==> src/rtl/fb_reader.sv <==
// fb_reader: walks a framebuffer one pixel per PLB single-beat read and pushes (x,y,color) records into a FIFO
module fb_reader #(
  parameter logic [31:0] FB_BASE   = 32'h0000_0000,
  parameter int          FB_WIDTH  = 640,
  parameter int          FB_HEIGHT = 480
) (
  input  logic        PLB_clk,
  input  logic        reset,
  input  logic        frame_start,
  output logic        busy,
  output logic        frame_done,
  output logic [3:0]  state,
  output logic        IP2Bus_MstRd_Req,
  output logic [31:0] IP2Bus_Mst_Addr,
  input  logic        Bus2IP_Mst_CmdAck,
  input  logic        Bus2IP_Mst_Cmplt,
  input  logic [31:0] Bus2IP_MstRd_d,
  output logic        fifo_wr_en,
  output logic [95:0] fifo_data,
  input  logic        fifo_full
);
  typedef enum logic [3:0] {
    IDLE       = 4'd0,
    WAIT_SPACE = 4'd1,
    REQ        = 4'd2,
    WAIT_CMPLT = 4'd3,
    PUSH       = 4'd4,
    DONE       = 4'd5
  } state_t;
  localparam logic [15:0] X_LAST = 16'(FB_WIDTH - 1);
  localparam logic [15:0] Y_LAST = 16'(FB_HEIGHT - 1);
  state_t      r_state, w_st, w_next;
  logic [15:0] r_x, r_y;
  logic [31:0] r_addr, r_color;
  logic        w_cap, w_xlast, w_last;
  assign w_st    = (r_state > DONE) ? IDLE : r_state;
  assign w_cap   = (w_st == REQ && Bus2IP_Mst_CmdAck && Bus2IP_Mst_Cmplt) || (w_st == WAIT_CMPLT && Bus2IP_Mst_Cmplt);
  assign w_xlast = r_x == X_LAST;
  assign w_last  = w_xlast && r_y == Y_LAST;
  assign state            = w_st;
  assign busy             = w_st != IDLE;
  assign frame_done       = w_st == DONE;
  assign fifo_wr_en       = w_st == PUSH;
  assign IP2Bus_MstRd_Req = w_st == REQ;
  assign IP2Bus_Mst_Addr  = r_addr;
  assign fifo_data        = {r_x, r_y, 32'h0, r_color};
  // next-state: one outstanding read at a time, gated by FIFO space before each request
  always_comb begin
    w_next = IDLE;
    case (w_st)
      IDLE:       w_next = frame_start ? WAIT_SPACE : IDLE;
      WAIT_SPACE: w_next = fifo_full ? WAIT_SPACE : REQ;
      REQ:        w_next = !Bus2IP_Mst_CmdAck ? REQ : (Bus2IP_Mst_Cmplt ? PUSH : WAIT_CMPLT);
      WAIT_CMPLT: w_next = Bus2IP_Mst_Cmplt ? PUSH : WAIT_CMPLT;
      PUSH:       w_next = w_last ? DONE : WAIT_SPACE;
      default:    w_next = IDLE;
    endcase
  end
  // state, pixel counters, running address and captured color
  always_ff @(posedge PLB_clk) begin
    if (reset) begin
      r_state <= IDLE;
      r_x     <= '0;
      r_y     <= '0;
      r_addr  <= FB_BASE;
      r_color <= '0;
    end else begin
      r_state <= w_next;
      if (w_st == IDLE && frame_start) begin
        r_x    <= '0;
        r_y    <= '0;
        r_addr <= FB_BASE;
      end
      if (w_cap) r_color <= Bus2IP_MstRd_d;
      if (w_st == PUSH) begin
        r_addr <= r_addr + 32'd4;
        r_x    <= w_xlast ? 16'd0 : r_x + 16'd1;
        r_y    <= w_xlast ? r_y + 16'd1 : r_y;
      end
      if (w_st == DONE) r_addr <= FB_BASE;
    end
  end
endmodule

==> config.mk <==
export PLATFORM = sky130hd
export DESIGN_NAME = fb_reader
export DESIGN_NICKNAME = d
export VERILOG_FILES = /design/src/rtl/fb_reader.sv
export SDC_FILE = /design/constraint.sdc
export NUM_CORES = 1
export LEC_CHECK = 0
export ABC_AREA = 0
export BUFFER_PORTS_ARGS = -buffer_cell sky130_fd_sc_hd__buf_2
export CAP_MARGIN = 10
export CORE_ASPECT_RATIO = 2
export CORE_MARGIN = 8
export CORE_UTILIZATION = 33
export CTS_BUF_LIST = sky130_fd_sc_hd__clkbuf_4
export DETAILED_ROUTE_END_ITERATION = 10
export GPL_ROUTABILITY_DRIVEN = 1
export MAX_ROUTING_LAYER = met4
export PLACE_DENSITY = 0.69
export SETUP_SLACK_MARGIN = 0.2
export SYNTH_ARGS = -nofsm -noshare
export SYNTH_HDL_FRONTEND = slang
export SYNTH_SLANG_ARGS = --single-unit
==> constraint.sdc <==
create_clock -name PLB_clk -period 7 [get_ports PLB_clk]
set_clock_uncertainty 0.05 [all_clocks]
set_input_delay 0 -clock PLB_clk [delete_from_list [all_inputs] [get_ports PLB_clk]]
set_output_delay 0 -clock PLB_clk [all_outputs]
set_load 0.005 [all_outputs]
# Yosys cells after proc, flatten, opt, wreduce, memory -nomap -nowiden
# Cells that the tools add are included.
dict set report word_totals {
  regBits 100
  output_inout_bits 136
  in_bits 38
}
dict set report op_classes {
  mux 14
  add_sub_neg 3
  n_eq_ne 8
  reduce_logical 11
  n_lt_le_gt_ge 1
}
# op count
set ops {}
lappend ops {{$mux W16} 5}
lappend ops {{$mux W32} 2}
lappend ops {{$add A16 B1 Y16 const B} 2}
lappend ops {{$add A32 B3 Y32 const B} 1}
lappend ops {{$pmux W4 S5} 1}
lappend ops {{$eq A16 B10 Y1 const B} 1}
lappend ops {{$eq A16 B9 Y1 const B} 1}
lappend ops {{$eq A4 B2 Y1 const B} 2}
lappend ops {{$eq A4 B3 Y1 const B} 2}
lappend ops {{$mux W4} 2}
lappend ops {{$mux W3} 2}
lappend ops {{$logic_and A1 B1 Y1} 5}
lappend ops {{$eq A4 B1 Y1 const B} 1}
lappend ops {{$gt A4 B3 Y1 const B} 1}
lappend ops {{$logic_not A4 Y1} 1}
lappend ops {{$reduce_bool A4 Y1} 1}
lappend ops {{$mux W2} 1}
lappend ops {{$ne A2 B1 Y1 const B} 1}
lappend ops {{$reduce_and A2 Y1} 1}
lappend ops {{$reduce_bool A2 Y1} 1}
lappend ops {{$reduce_or A2 Y1} 1}
lappend ops {{$logic_or A1 B1 Y1} 1}
lappend ops {{$mux W1} 1}

# Logic depth before layout (Yosys ltp)
dict set report depth {
  depth_word 6
  depth_mapped 8
}

# Least setup slack after synthesis
# No wires, ideal clock.
dict set report synth_timing {
  path_type {reg2reg}
  startpoint {register r_state[2]}
  endpoint {register r_addr[31], in the netlist IP2Bus_Mst_Addr[31]}
  path_buffers 2
  required_ps 6880
  arrival_time_ps 2157
  path_stages_with_launch 9
  setup_slack_ps 4723
  cell_sequence {dfxtp_1 or3b_1 buf_6 clkinv_4 nand4_2 or4_1 buf_2 or4_1 a21oi_1}
}
dict set report synth_between {
  elab_chain_len 5
  word_cells_on_any_way 9
  classes_between {1 x order compare; 2 x eq/ne; 2 x mux; 4 x reduce/logical}
}
# item line_no
set synth_rtl {}
lappend synth_rtl {{start, declared} 32} ;# state_t r_state, w_st, w_next;
lappend synth_rtl {{start signal, assigned} 68} ;# r_state <= w_next;
lappend synth_rtl {{$gt A4 B3 Y1} 36} ;# assign w_st = (r_state > DONE) ? IDLE : r_state;
lappend synth_rtl {{$mux W4 (*)} 36}
lappend synth_rtl {{$logic_not A4 Y1} 69} ;# if (w_st == IDLE && frame_start) begin
lappend synth_rtl {{$logic_and A1 B1 Y1} 69}
lappend synth_rtl {{$reduce_bool A2 Y1 (no line)} n/a}
lappend synth_rtl {{end signal, assigned} 76} ;# r_addr <= r_addr + 32'd4;
lappend synth_rtl {{end, declared} 34} ;# logic [31:0] r_addr, r_color;
# Every way passes the cells marked *; elsewhere a longest branch is shown, timed or not.
# A chain may end at the register's enable or synchronous reset.

# Final worst setup path
dict set report layout_timing {
  startpoint {register r_state[2]}
  endpoint {register r_y[13]}
}
dict set report layout_between {
  elab_chain_len 6
  word_cells_on_any_way 9
  classes_between {1 x order compare; 2 x eq/ne; 2 x mux; 4 x reduce/logical}
}
# item line_no
set layout_rtl {}
lappend layout_rtl {{$gt A4 B3 Y1} 36}
lappend layout_rtl {{$mux W4 (*)} 36}
lappend layout_rtl {{$logic_not A4 Y1} 69}
lappend layout_rtl {{$logic_and A1 B1 Y1} 69}
lappend layout_rtl {{$reduce_bool A2 Y1 (no line)} n/a}
lappend layout_rtl {{$reduce_and A2 Y1 (no line)} n/a}
lappend layout_rtl {{end signal, assigned} 78} ;# r_y <= w_xlast ? r_y + 16'd1 : r_y;
lappend layout_rtl {{end, declared} 33} ;# logic [15:0] r_x, r_y;
# Marks and branches as above.

==> impl_metrics.yaml <==
global_routing:
  grt_first_pass_wirelength_um: 22900
  antenna_found_initial: 0
  grt_overflow: 0
  grt_max_degree: 60
  grt.total_usage: 0.155
  grt_pass1_vias: 4677
floorplan:
  start_util: 0.334
  core-area_um2: 14200
  io_pins: 174
  rows: 62
  die_h_um: 185
  die_w_um: 101
  dieArea_um2: 18700
clock_network:
  cts_resized: 0
  root_buffer: "clkbuf_4"
  numCtsBuffers: 9
  path_clk_slew_ps: 140
  tritoncts: "done"
  htreeDepth: 3
  cts_buffer_depth: 2
  insertion_delay_ps: 450
  numClockSinks: 97
yosys:
  synthMuxAreaShare: 0.0248
  synth_xor_area_frac: 0.0148
  ys_top_cells_by_area: "dfxtp_1 41%, a21oi_1 7.9%, nand2_1 7.5%"
  synth_cells: 604
  synthDominantCellAreaShare: 0.410
  synth_cell_types: 51
  syn-cell-area_um2: 4730
  synth-async-reset-ratio: 0
  synth_ff_type: "dfxtp_1"
  avgSynthCellArea_um2: 7.84
  synth_edf_count: 0
  synth_compound_area_frac: 0.155
  synth_largest_area_cell: "dfxtp_1"
  ys_warn_count: 0
  synth_simple_gate_area_frac: 0.295
  synth_top_family_by_area: "simple AND/OR/NAND/NOR gates"
  synth.yosys.seq_area_share: 0.410
  synth-seq-cells: 97
  synth_adder_area_share: 0.00793
pwr:
  leakagePower_uw: 0.00242
  ir_drop_uv: 77.7
  p_total_uw: 943
  p_per_area_nw_per_um2: 159
drt:
  antenna_left: 0
  drc: 0
  first_pass_iters: 7
  vias: 4832
  drt-vias-per-instance: 5.05
  finalWirelength_um: 14200
  wl_per_cell_um: 14.9
  first_iter_violations: 202
worst_setup_path:
  crit_path_max_fanout: 19
  worst_ep_required_time_ps: 7330
  arrival_ps: 3160
  critPathCaptureType: "flop"
  critPathKind: "flop to flop"
  cp-start-kind: "flop"
timing:
  finalMaxSlewViolations: 0
  layout_worst_path_cycle_share: 0.405
  tightest_slew_ps: 918
  clock.fmax_ghz: 0.352
  slew-limit-headroom: 0.388
  rsz0062_at_grt: "no"
  finalHoldViolations: 0
  finalSetupTns_ps: 0
  setup_viol: 0
  fin_crit_ps: 2840
  hold_ws_ps: 52.7
place:
  gp_congestion: 0.870
  dpl.hpwl_um: 9930
  place_area_um2: 5440
  io_buffers: 138
layout:
  insertedDiodeCount: 0
  stdcell_area_um2: 5930
  drive_above_1_share: 0.229
  area_growth_pct: 25.3
  nNetsFinal: 801
run_status:
  outcome: "finished, final reports clean"
min_path:
  hold_class: "input port to flop"
job:
  cap_violations: 0
==> metal layers <==
layer	share of wire	track usage	wire [um]
met5	0	-	0
met4	0.012	0.0488	170
met3	0.078	0.0452	1110
met2	0.48	0.243	6850
met1	0.43	0.186	6100
==> critical path, stage by stage, from the launching register on <==
cell and delay [ps]:
dfxtp_1 460, or3b_1 680, nor3_1 520, nand2_1 330
or4_1 560, a21oi_1 160
==> final cells by class <==
| class | instances | area (um2) |
|---|---|---|
| Clock inverter | 3 | 42.5 |
| Inverter | 10 | 42.5 |
| Multi-Input combinational cell | 464 | 2490 |
| Tap cell | 192 | 240 |
| Fill cell | 1516 | 8270 |
| Timing Repair Buffer | 178 | 1080 |
| Sequential cell | 97 | 1940 |
| Clock buffer | 12 | 90.1 |
==> cells by family (layout without fill, tap and decap cells) <==
logic type,after synthesis,count (layout)
flops,97,97
other cells,1,35
buf+inv,77,203
mux,11,11
compound gates,127,127
xor+xnor,8,8
fa+ha+maj,3,3
simple gates,280,280
==> flip-flops by register name, summed over array words and instances, names as in the netlist <==
name / cells
r_x: 16
r_state: 3
IP2Bus_Mst_Addr: 30
r_color: 32
r_y: 16
==> placed cells by master (no fill, tap or decap), types with 9 or more instances in the layout <==
master / count
and3_1: 10
inv_1: 9
nand2_1: 95
dlygate4sd3_1: 36
conb_1: 35
clkbuf_4: 12
o21ai_0: 13
dfxtp_1: 97
or3_1: 13
nor2_1: 43
nand4_1: 19
nor3_1: 11
nand3_1: 37
buf_2: 138
a21oi_1: 75
o211ai_1: 10
==> cells in the mapped netlist, types with 3 or more instances <==
library cell / n
clkbuf_1: 28
nor3_1: 11
o21ai_0: 14
a21o_1: 5
nand3_1: 37
o311ai_0: 3
a31oi_1: 4
and4_1: 4
mux2_2: 6
mux2i_1: 5
a21oi_1: 75
nand2b_1: 4
nor2_1: 44
a211oi_1: 3
nor2b_1: 3
and3_1: 10
buf_4: 35
inv_1: 9
ha_1: 3
nor3b_1: 3
nor4_1: 5
or3_1: 13
xnor2_1: 3
and2_1: 7
nand3b_1: 6
nand2_1: 95
dfxtp_1: 97
or2_2: 7
xor2_1: 5
or4_1: 7
o211ai_1: 10
nand4_1: 19
o21a_1: 3
==> repair_timing <==
item                                    CTS  global route
endpoints found under the setup margin    0             0
hold buffers                             36             0
setup buffers                             0             0
endpoints found under the hold margin    36             0
==> where the power goes <==
| part | switching, uW | internal (uW) |
|---|---|---|
| registers | 3.75 | 556 |
| logic | 46.5 | 34.6 |
| clock network | 183 | 119 |
| total | 234 | 710 |
==> final timing paths <==
check,to,cells after the start,start,slack [ps]
min reg2reg,r_color[24]$_SDFFE_PP0P_,2,r_color[24]$_SDFFE_PP0P_,410
min,r_state[0]$_SDFF_PP0_,6,Bus2IP_Mst_CmdAck,50
max,r_y[13]$_SDFFE_PP0P_,5,r_state[2]$_SDFF_PP0_,4160
max reg2reg,r_y[13]$_SDFFE_PP0P_,5,r_state[2]$_SDFF_PP0_,4160
==> stage by stage <==
| step | cells | worst slack [ps] | util |
|---|---|---|---|
| after floorplan | 638 | 4720 | - |
| after global placement | 905 | 4270 | 0.383 |
| after detailed placement | 905 | 4190 | 0.383 |
| after CTS | 956 | 4140 | 0.418 |
| after global routing | 956 | 3910 | 0.418 |
| final | 956 | 4160 | 0.418 |
Power figures use the tool's default switching activity.
